## config.mk

```make
export PLATFORM = sky130hd
export DESIGN_NAME = esfa_result_reporter
export DESIGN_NICKNAME = d
export VERILOG_FILES = /design/src/rtl/esfa_result_reporter.sv
export SDC_FILE = /design/constraint.sdc
export NUM_CORES = 1
export LEC_CHECK = 0
export CORE_ASPECT_RATIO = 0.6
export CORE_UTILIZATION = 50
export CTS_CLUSTER_DIAMETER = 50
export DETAILED_ROUTE_END_ITERATION = 8
export PLACE_DENSITY = 0.82
export SLEW_MARGIN = 10
export SYNTH_ARGS = -nofsm -noshare
export SYNTH_HDL_FRONTEND = slang
export SYNTH_SLANG_ARGS = --single-unit
```

## constraint.sdc

```tcl
create_clock -name clk -period 2.45 [get_ports clk]
set_clock_uncertainty 0.1 [all_clocks]
set_input_delay 0.49 -clock clk [delete_from_list [all_inputs] [get_ports clk]]
set_output_delay 0.49 -clock clk [all_outputs]
set_load 0.05 [all_outputs]
```

## src/rtl/esfa_result_reporter.sv

```systemverilog
// esfa_result_reporter: watches the ESFA harness completion flags and reports the
// verdict as an ASCII line on an 8N1 UART TX pin. It also drives sticky pass/fail LEDs.
//
//   state | meaning
//   ------+-----------------------------------------------------------
//   IDLE  | waiting for a rising edge on didRun
//   START | start bit (low) of the current byte
//   DATA  | 8 data bits, LSB first
//   STOP  | stop bit (high); then the next byte or DONE
//   DONE  | one cycle: report_done pulse, busy dropped
//
// Every output is registered, so uart_tx goes low on the cycle after the trigger edge.
// Bit periods use a down-counter that is reloaded with CLKS_PER_BIT-1 and advances at zero.
module esfa_result_reporter #(
  parameter int CLKS_PER_BIT = 868,
  parameter int CNT_W        = 16
) (
  input  logic        clk,
  input  logic        reset,
  input  logic        didRun,
  input  logic        wasSuccessful,
  input  logic [31:0] address,
  output logic        uart_tx,
  output logic        busy,
  output logic        report_done,
  output logic        pass_led,
  output logic        fail_led
);

  typedef enum logic [2:0] {IDLE, START, DATA, STOP, DONE} state_t;

  localparam logic [CNT_W-1:0] BIT_LAST = CNT_W'(CLKS_PER_BIT - 1);

  state_t          state, stateNext;
  logic            didRunQ;
  logic            verdictQ, verdictNext;
  logic [31:0]     addrQ, addrNext;
  logic [CNT_W-1:0] clkCnt, clkCntNext;
  logic [2:0]      bitIdx, bitIdxNext;
  logic [3:0]      byteIdx, byteIdxNext;
  logic            txNext, busyNext, doneNext, passNext, failNext;
  logic            trigger;
  logic [3:0]      lastIdx;
  logic [3:0]      nibble;
  logic [7:0]      hexChar;
  logic [7:0]      msgByte;

  // Message byte for the current index, built from the latched verdict and address.
  always_comb begin
    nibble = 4'h0;
    case (byteIdx)
      4'd5:    nibble = addrQ[31:28];
      4'd6:    nibble = addrQ[27:24];
      4'd7:    nibble = addrQ[23:20];
      4'd8:    nibble = addrQ[19:16];
      4'd9:    nibble = addrQ[15:12];
      4'd10:   nibble = addrQ[11:8];
      4'd11:   nibble = addrQ[7:4];
      4'd12:   nibble = addrQ[3:0];
      default: nibble = 4'h0;
    endcase
    hexChar = (nibble < 4'd10) ? {4'h3, nibble} : (8'h37 + {4'h0, nibble});
    lastIdx = verdictQ ? 4'd5 : 4'd14;
    msgByte = 8'h00;
    if (verdictQ) begin
      case (byteIdx)
        4'd0:    msgByte = 8'h50;
        4'd1:    msgByte = 8'h41;
        4'd2:    msgByte = 8'h53;
        4'd3:    msgByte = 8'h53;
        4'd4:    msgByte = 8'h0D;
        4'd5:    msgByte = 8'h0A;
        default: msgByte = 8'h00;
      endcase
    end else begin
      case (byteIdx)
        4'd0:    msgByte = 8'h46;
        4'd1:    msgByte = 8'h41;
        4'd2:    msgByte = 8'h49;
        4'd3:    msgByte = 8'h4C;
        4'd4:    msgByte = 8'h20;
        4'd13:   msgByte = 8'h0D;
        4'd14:   msgByte = 8'h0A;
        default: msgByte = hexChar;
      endcase
    end
  end

  assign trigger = didRun & ~didRunQ & (state == IDLE);

  // Next-state and next-output logic. Defaults hold the current values.
  always_comb begin
    stateNext   = state;
    verdictNext = verdictQ;
    addrNext    = addrQ;
    clkCntNext  = clkCnt;
    bitIdxNext  = bitIdx;
    byteIdxNext = byteIdx;
    txNext      = uart_tx;
    busyNext    = busy;
    doneNext    = 1'b0;
    passNext    = pass_led;
    failNext    = fail_led;
    case (state)
      IDLE: begin
        if (trigger) begin
          stateNext   = START;
          verdictNext = wasSuccessful;
          addrNext    = address;
          byteIdxNext = 4'd0;
          bitIdxNext  = 3'd0;
          clkCntNext  = BIT_LAST;
          txNext      = 1'b0;
          busyNext    = 1'b1;
          if (wasSuccessful) passNext = 1'b1;
          else               failNext = 1'b1;
        end
      end
      START: begin
        if (clkCnt == '0) begin
          stateNext  = DATA;
          clkCntNext = BIT_LAST;
          bitIdxNext = 3'd0;
          txNext     = msgByte[0];
        end else begin
          clkCntNext = clkCnt - CNT_W'(1);
        end
      end
      DATA: begin
        if (clkCnt == '0) begin
          clkCntNext = BIT_LAST;
          if (bitIdx == 3'd7) begin
            stateNext = STOP;
            txNext    = 1'b1;
          end else begin
            bitIdxNext = bitIdx + 3'd1;
            txNext     = msgByte[bitIdx + 3'd1];
          end
        end else begin
          clkCntNext = clkCnt - CNT_W'(1);
        end
      end
      STOP: begin
        if (clkCnt == '0) begin
          if (byteIdx == lastIdx) begin
            stateNext = DONE;
            txNext    = 1'b1;
            busyNext  = 1'b0;
            doneNext  = 1'b1;
          end else begin
            stateNext   = START;
            byteIdxNext = byteIdx + 4'd1;
            clkCntNext  = BIT_LAST;
            txNext      = 1'b0;
          end
        end else begin
          clkCntNext = clkCnt - CNT_W'(1);
        end
      end
      DONE: begin
        stateNext = IDLE;
      end
      default: stateNext = IDLE;
    endcase
  end

  // State and output registers. reset is synchronous and active-low.
  always_ff @(posedge clk) begin
    if (!reset) begin
      state       <= IDLE;
      didRunQ     <= 1'b0;
      verdictQ    <= 1'b0;
      addrQ       <= '0;
      clkCnt      <= '0;
      bitIdx      <= '0;
      byteIdx     <= '0;
      uart_tx     <= 1'b1;
      busy        <= 1'b0;
      report_done <= 1'b0;
      pass_led    <= 1'b0;
      fail_led    <= 1'b0;
    end else begin
      state       <= stateNext;
      didRunQ     <= didRun;
      verdictQ    <= verdictNext;
      addrQ       <= addrNext;
      clkCnt      <= clkCntNext;
      bitIdx      <= bitIdxNext;
      byteIdx     <= byteIdxNext;
      uart_tx     <= txNext;
      busy        <= busyNext;
      report_done <= doneNext;
      pass_led    <= passNext;
      fail_led    <= failNext;
    end
  end

endmodule

```

---- Word level (Yosys, flattened, before mapping) ----
Cells that the tools add are included.
storage, ports and cells
  output and inout port bits .............. 5
  register bits ........................... 65
  input port bits ......................... 36
  logic and storage cells ................. 109
operators by class
  add/sub/neg operators ................... 4
  reductions and logical operators ........ 19
  magnitude comparators ................... 2
  equal/unequal tests ..................... 28
  muxes and demuxes ....................... 40
  bitwise logic cells ..................... 4
operators by type and width
  kind                     number
  $mux W16                 4
  $pmux W7 S7              1
  $pmux W16 S3             1
  $pmux W7 S5              1
  $pmux W4 S8              1
  $mux W3                  10
  $eq A4 B4 Y1 const B     7
  $eq A4 B3 Y1 const B     4
  $logic_not A16 Y1        1
  $mux W4                  4
  $ne A2 B2 Y1 const B     8
  $sub A16 B1 Y16 const B  1
  $reduce_and A5 Y1        3
  $pmux W3 S4              1
  $reduce_and A3 Y1        4
  $mux W1                  10
  $pmux W3 S3              1
  $eq A4 B2 Y1 const B     2
  $mux W8                  1
  $pmux W4 S2              1
  $reduce_and A4 Y1        2
  $add A6 B4 Y7 const A    1
  $mux W7                  1
  $eq A3 B2 Y1 const B     2
  other kinds (21)         25

---- Longest topological paths before layout ----
  depth in word-level cells ............... 11
  mapped depth ............................ 11
  gate-level depth less buffers ........... 10

---- Worst setup path before layout ----
OpenSTA, ideal clock, no wires.
  path type ............................... reg2reg
  from .................................... reg byteIdx[0]
  to ...................................... reg uart_tx
  cell stages (with the launch flop) ...... 11
  library setup time ...................... 0.132 ns
  clock period less this slack ............ 2.488 ns
  buffers on the path ..................... 1
  data arrival time ....................... 2.256 ns
  setup slack ............................. -0.038 ns
  data required time ...................... 2.218 ns
  cell sequence ........................... dfxtp_1 inv_1 ha_1 clkbuf_1 or2_2 o2111a_1 a31oi_1 o22ai_1 a2111oi_0 o31a_1 a31oi_1
between the ends
  word-level cells in the longest chain between the ends .. 11
  elaborated cells between the ends (all ways) .. 32
  classes of those cells .................. add/sub: 1; order compare: 1; eq/ne: 15; mux: 13; reduce/logical: 2
ends and longest elaborated chain
  element                                               line  text
  from (decl)                                           40    logic [3:0] byteIdx, byteIdxNext;
  from (signal assigned)                                189   byteIdx <= byteIdxNext;
  $eq A4 B4 Y1 (tied with other cells)                  51    case (byteIdx)
  $pmux W4 S8                                           51
  $add A6 B4 Y7 / $lt A4 B4 Y1 (equally long branches)  62    hexChar = (nibble < 4'd10) ? {4'h3, nibble} : (8'h37 + {4'h0, nibble});
  $mux W7                                               62
  $pmux W7 S7                                           76    case (byteIdx)
  $mux W8                                               65    if (verdictQ) begin
  $bmux W1 S3                                           137   txNext = msgByte[bitIdx + 3'd1];
  $mux W1 (not written as such)                         137
  $mux W1                                               132   if (bitIdx == 3'd7) begin
  $mux W1                                               130   if (clkCnt == '0) begin
  $pmux W1 S4 (*)                                       104   case (state)
  to (signal assigned)                                  190   uart_tx <= txNext;
  to (decl)                                             23    output logic uart_tx,
Every way passes the cells marked *; elsewhere a longest branch is shown, timed or not. The select of a mux whose other input is x is not followed.
A chain may end at the register's enable or synchronous reset.

---- Worst setup path in the final report ----
  from .................................... reg byteIdx[1]
  to ...................................... reg uart_tx
The elaborated chain is that of the path after synthesis.

==> impl_metrics.yaml <==
run_status:
  status: "finished with violations"
  violations: "negative setup slack"
global_route:
  grt_pass1_wl_um: 15300
  antenna_found_initial: 0
  grt_max_degree: 36
  grt_pass1_vias: 3152
  grt_remaining_overflow: 0
  grt_use_total_pct: 27.7
worst_setup_path:
  crit_end: "uart_tx"
  critPathCaptureType: "register"
  cp_max_fo: 6
  reg2regPathDepth: 11
  rr_endpoint: "uart_tx"
  cpPeakStageDelay_ps: 390
  worstPathCellList: "inv_4 > ha_4 > a222oi_1 > nor2_1 > or3_4 > buf_4 > and3_1 > o21ai_0 > a31o_2 > o311ai_2 > a31oi_1"
  critPathSlowestCell: "dfxtp_4"
  rrSetupSlack_ps: -80
  crit_buf_inv: 2
  cp-start-kind: "register"
  required_ps: 2620
  r2r-start: "byteIdx[1]"
  path_class: "register to register"
  arrival_ps: 2690
  crit_start: "byteIdx[1]"
  cp_top_family: "compound AO/OA/AOI/OAI gates"
  cp.depth: 11
detailed_routing:
  post_drt_via_cell_ratio: 5.83
  drtAntennaViolNets: 0
  routedWlPerCell_um: 15.9
  drt_iter0_markers: 375
  vias: 3530
  wirelength_um: 9650
  firstDrtPassIters: 5
  route.detailed.drc: 0
final_layout:
  utilization_pct: 68.7
  multi_input_area_um2: 2100
  num-fill-cells: 517
  n_antenna_cell: 0
  regArea_um2: 1310
  final_cell_mix: "nand2_1 (101), dfxtp_1 (60), a21oi_1 (54), buf_4 (45), nor2_1 (42)"
  syn_to_final_growth_pct: 33.0
  nets: 558
  layout_commonest_cell: "nand2_1"
  drive_gt1_share_pct: 21.8
power_and_ir_drop:
  leakagePower_nw: 1.71
  p_int_mw: 2.16
  power_mw: 3.10
  pwr-share-comb_pct: 20.7
  switchingPower_uw: 943
  p_clk_share_pct: 40.1
  ir_worst_vdd_v: 0.000392
  swShare_pct: 30.4
  sequentialPowerShare_pct: 39.2
  power.density_nw_per_um2: 677
synth:
  synth.distinct_cells: 64
  syn_inst: 446
  synthArstFlopShare_pct: 0
  syn_area_um2: 3450
  synthFlopType: "dfxtp_1"
  synth_enable_flop_cells: 0
  synth-seq-area-share_pct: 37.7
  synth_nets: 490
  synth_seq_cells: 65
  avgSynthCellArea_um2: 7.73
  yosys_warnings: 0
floorplan:
  floorplan.initialDensity_pct: 51.7
  fp-row-count: 23
  dieArea_um2: 7250
  die_h_um: 66.3
  ioPinCount: 41
  core_area_um2: 6680
  die_x_um: 109
sta:
  rsz0062_at_grt: "true"
  period_share_pct: 103
  setup_viol: 1
  period_minus_slack_ps: 2530
  slew_viol_final: 0
  setup_ws_ps: -77.2
  hold_viol: 0
  fmax_mhz: 396
  relSlewSlack_pct: 65.4
  max_slew.worst_pin.slew_ps: 517
placed_design:
  dp_hpwl_um: 6620
  io_buffers: 40
  routabilityCongestion: 0.879
cts:
  cts_sinks: 65
  cts_hold_buf: 0
  cts_tree: "done"
  cts_buffers: 9
  clockBufferDepth: 2
  clk_pin_slew_ps: 60
  cts-root-buf: "clkbuf_16"
  clock_latency_ps: 340
  htree_levels: 3
worst_hold_path:
  min_path_type: "register to register"
flow_run:
  drv_cap: 0
## Yosys cell counts (all sizes together) (3+ instances only)
cell type	instances	area, µm²
a21oi	58	305
a221oi	4	35.0
a22oi	3	22.5
a311oi	3	26.3
a31oi	4	25.0
and2	3	20.0
and3	8	53.8
buf	9	63.8
clkbuf	19	91.3
dfxtp	65	1300
ha	8	100
inv	10	37.5
nand2	103	389
nand2b	6	37.5
nand3	6	30.0
nand4	3	18.8
nor2	43	164
nor3	9	56.3
nor4	7	83.8
o21ai	13	68.8
o22ai	7	43.8
or3	6	43.8
xnor2	7	61.3
xor2	6	52.6
## sequential cells by signal, summed over array words and instances, names as in the netlist, 3 cells and up
| signal | count |
|---|---|
| addrQ | 32 |
| clkCnt | 16 |
| state | 3 |
| bitIdx | 3 |
| byteIdx | 4 |
## per-layer routing
layer  GRT usage, %  up-vias  routed length, µm
met3           8.08       18               1010
met5              0        -                  0
li1               -     1695                  -
met4           7.83        0                119
met2           41.1      180               4130
met1           38.7     1637               4400
## worst min path at each step
stage / to / slack, ps / depth (start not counted) / from
after global placement: addrQ[9] / 340 / 2 / addrQ[9]
final: addrQ[21] / 360 / 2 / addrQ[21]
after detailed placement: addrQ[21] / 350 / 2 / addrQ[21]
after CTS: addrQ[21] / 360 / 2 / addrQ[21]
after floorplan: addrQ[9] / 340 / 2 / addrQ[9]
after global routing: addrQ[27] / 380 / 2 / addrQ[27]
## what timing repair did
action / 4_1_cts / 5_1_grt
gates cloned: 0 / 0
setup endpoints to repair: 2 / 12
gates resized for setup: 20 / 18
pin swaps: 5 / 12
buffers inserted: 0 / 2
## worst register-to-register path, cell delays in order, from the launching register on
cell      delay (ps)
dfxtp_4          390
inv_4             50
ha_4             170
a222oi_1         330
nor2_1           110
or3_4            360
buf_4            150
and3_1           150
o21ai_0          190
a31o_2           190
o311ai_2          90
a31oi_1          170
## kinds of logic after synthesis
logic type | Yosys count | synth area share [%]
simple gates | 206 | 29.0
compound gates | 114 | 20.9
flops | 65 | 37.7
buf+inv | 38 | 5.59
xor+xnor | 13 | 3.30
fa+ha+maj | 8 | 2.90
mux | 2 | 0.580
## through the flow
step	area, µm²	std cells	hold WS, ps	setup TNS [ps]	worst slack [ps]
5_1_grt	4590	606	383	-280	-179
4_1_cts	4510	604	359	-8.47	-8.47
6_report	4590	606	361	-77.2	-77.2
2_1_floorplan	3450	446	336	0	18.5
3_5_place_dp	4140	588	350	-1930	-195
3_3_place_gp	4140	588	343	-1020	-146
## power groups by stage
stage / sequential (mW) / clock (mW) / combinational [mW]
floorplan: 1.24 / 0 / 0.378
global placement: 1.23 / 0 / 0.571
detailed placement: 1.24 / 0 / 0.591
CTS: 1.21 / 1.26 / 0.602
global route: 1.23 / 1.30 / 0.699
finish: 1.22 / 1.24 / 0.643
## final cells by class
cell class                 instances  area share [%]
timing repair buffer              85            16.1
clock buffer                      10            5.21
clock inverter                     6            1.12
sequential                        65            28.6
tap                               87            2.37
inverter                          10           0.927
multi-input combinational        343            45.7
Note: power is estimated with default switching activity, not from simulation.
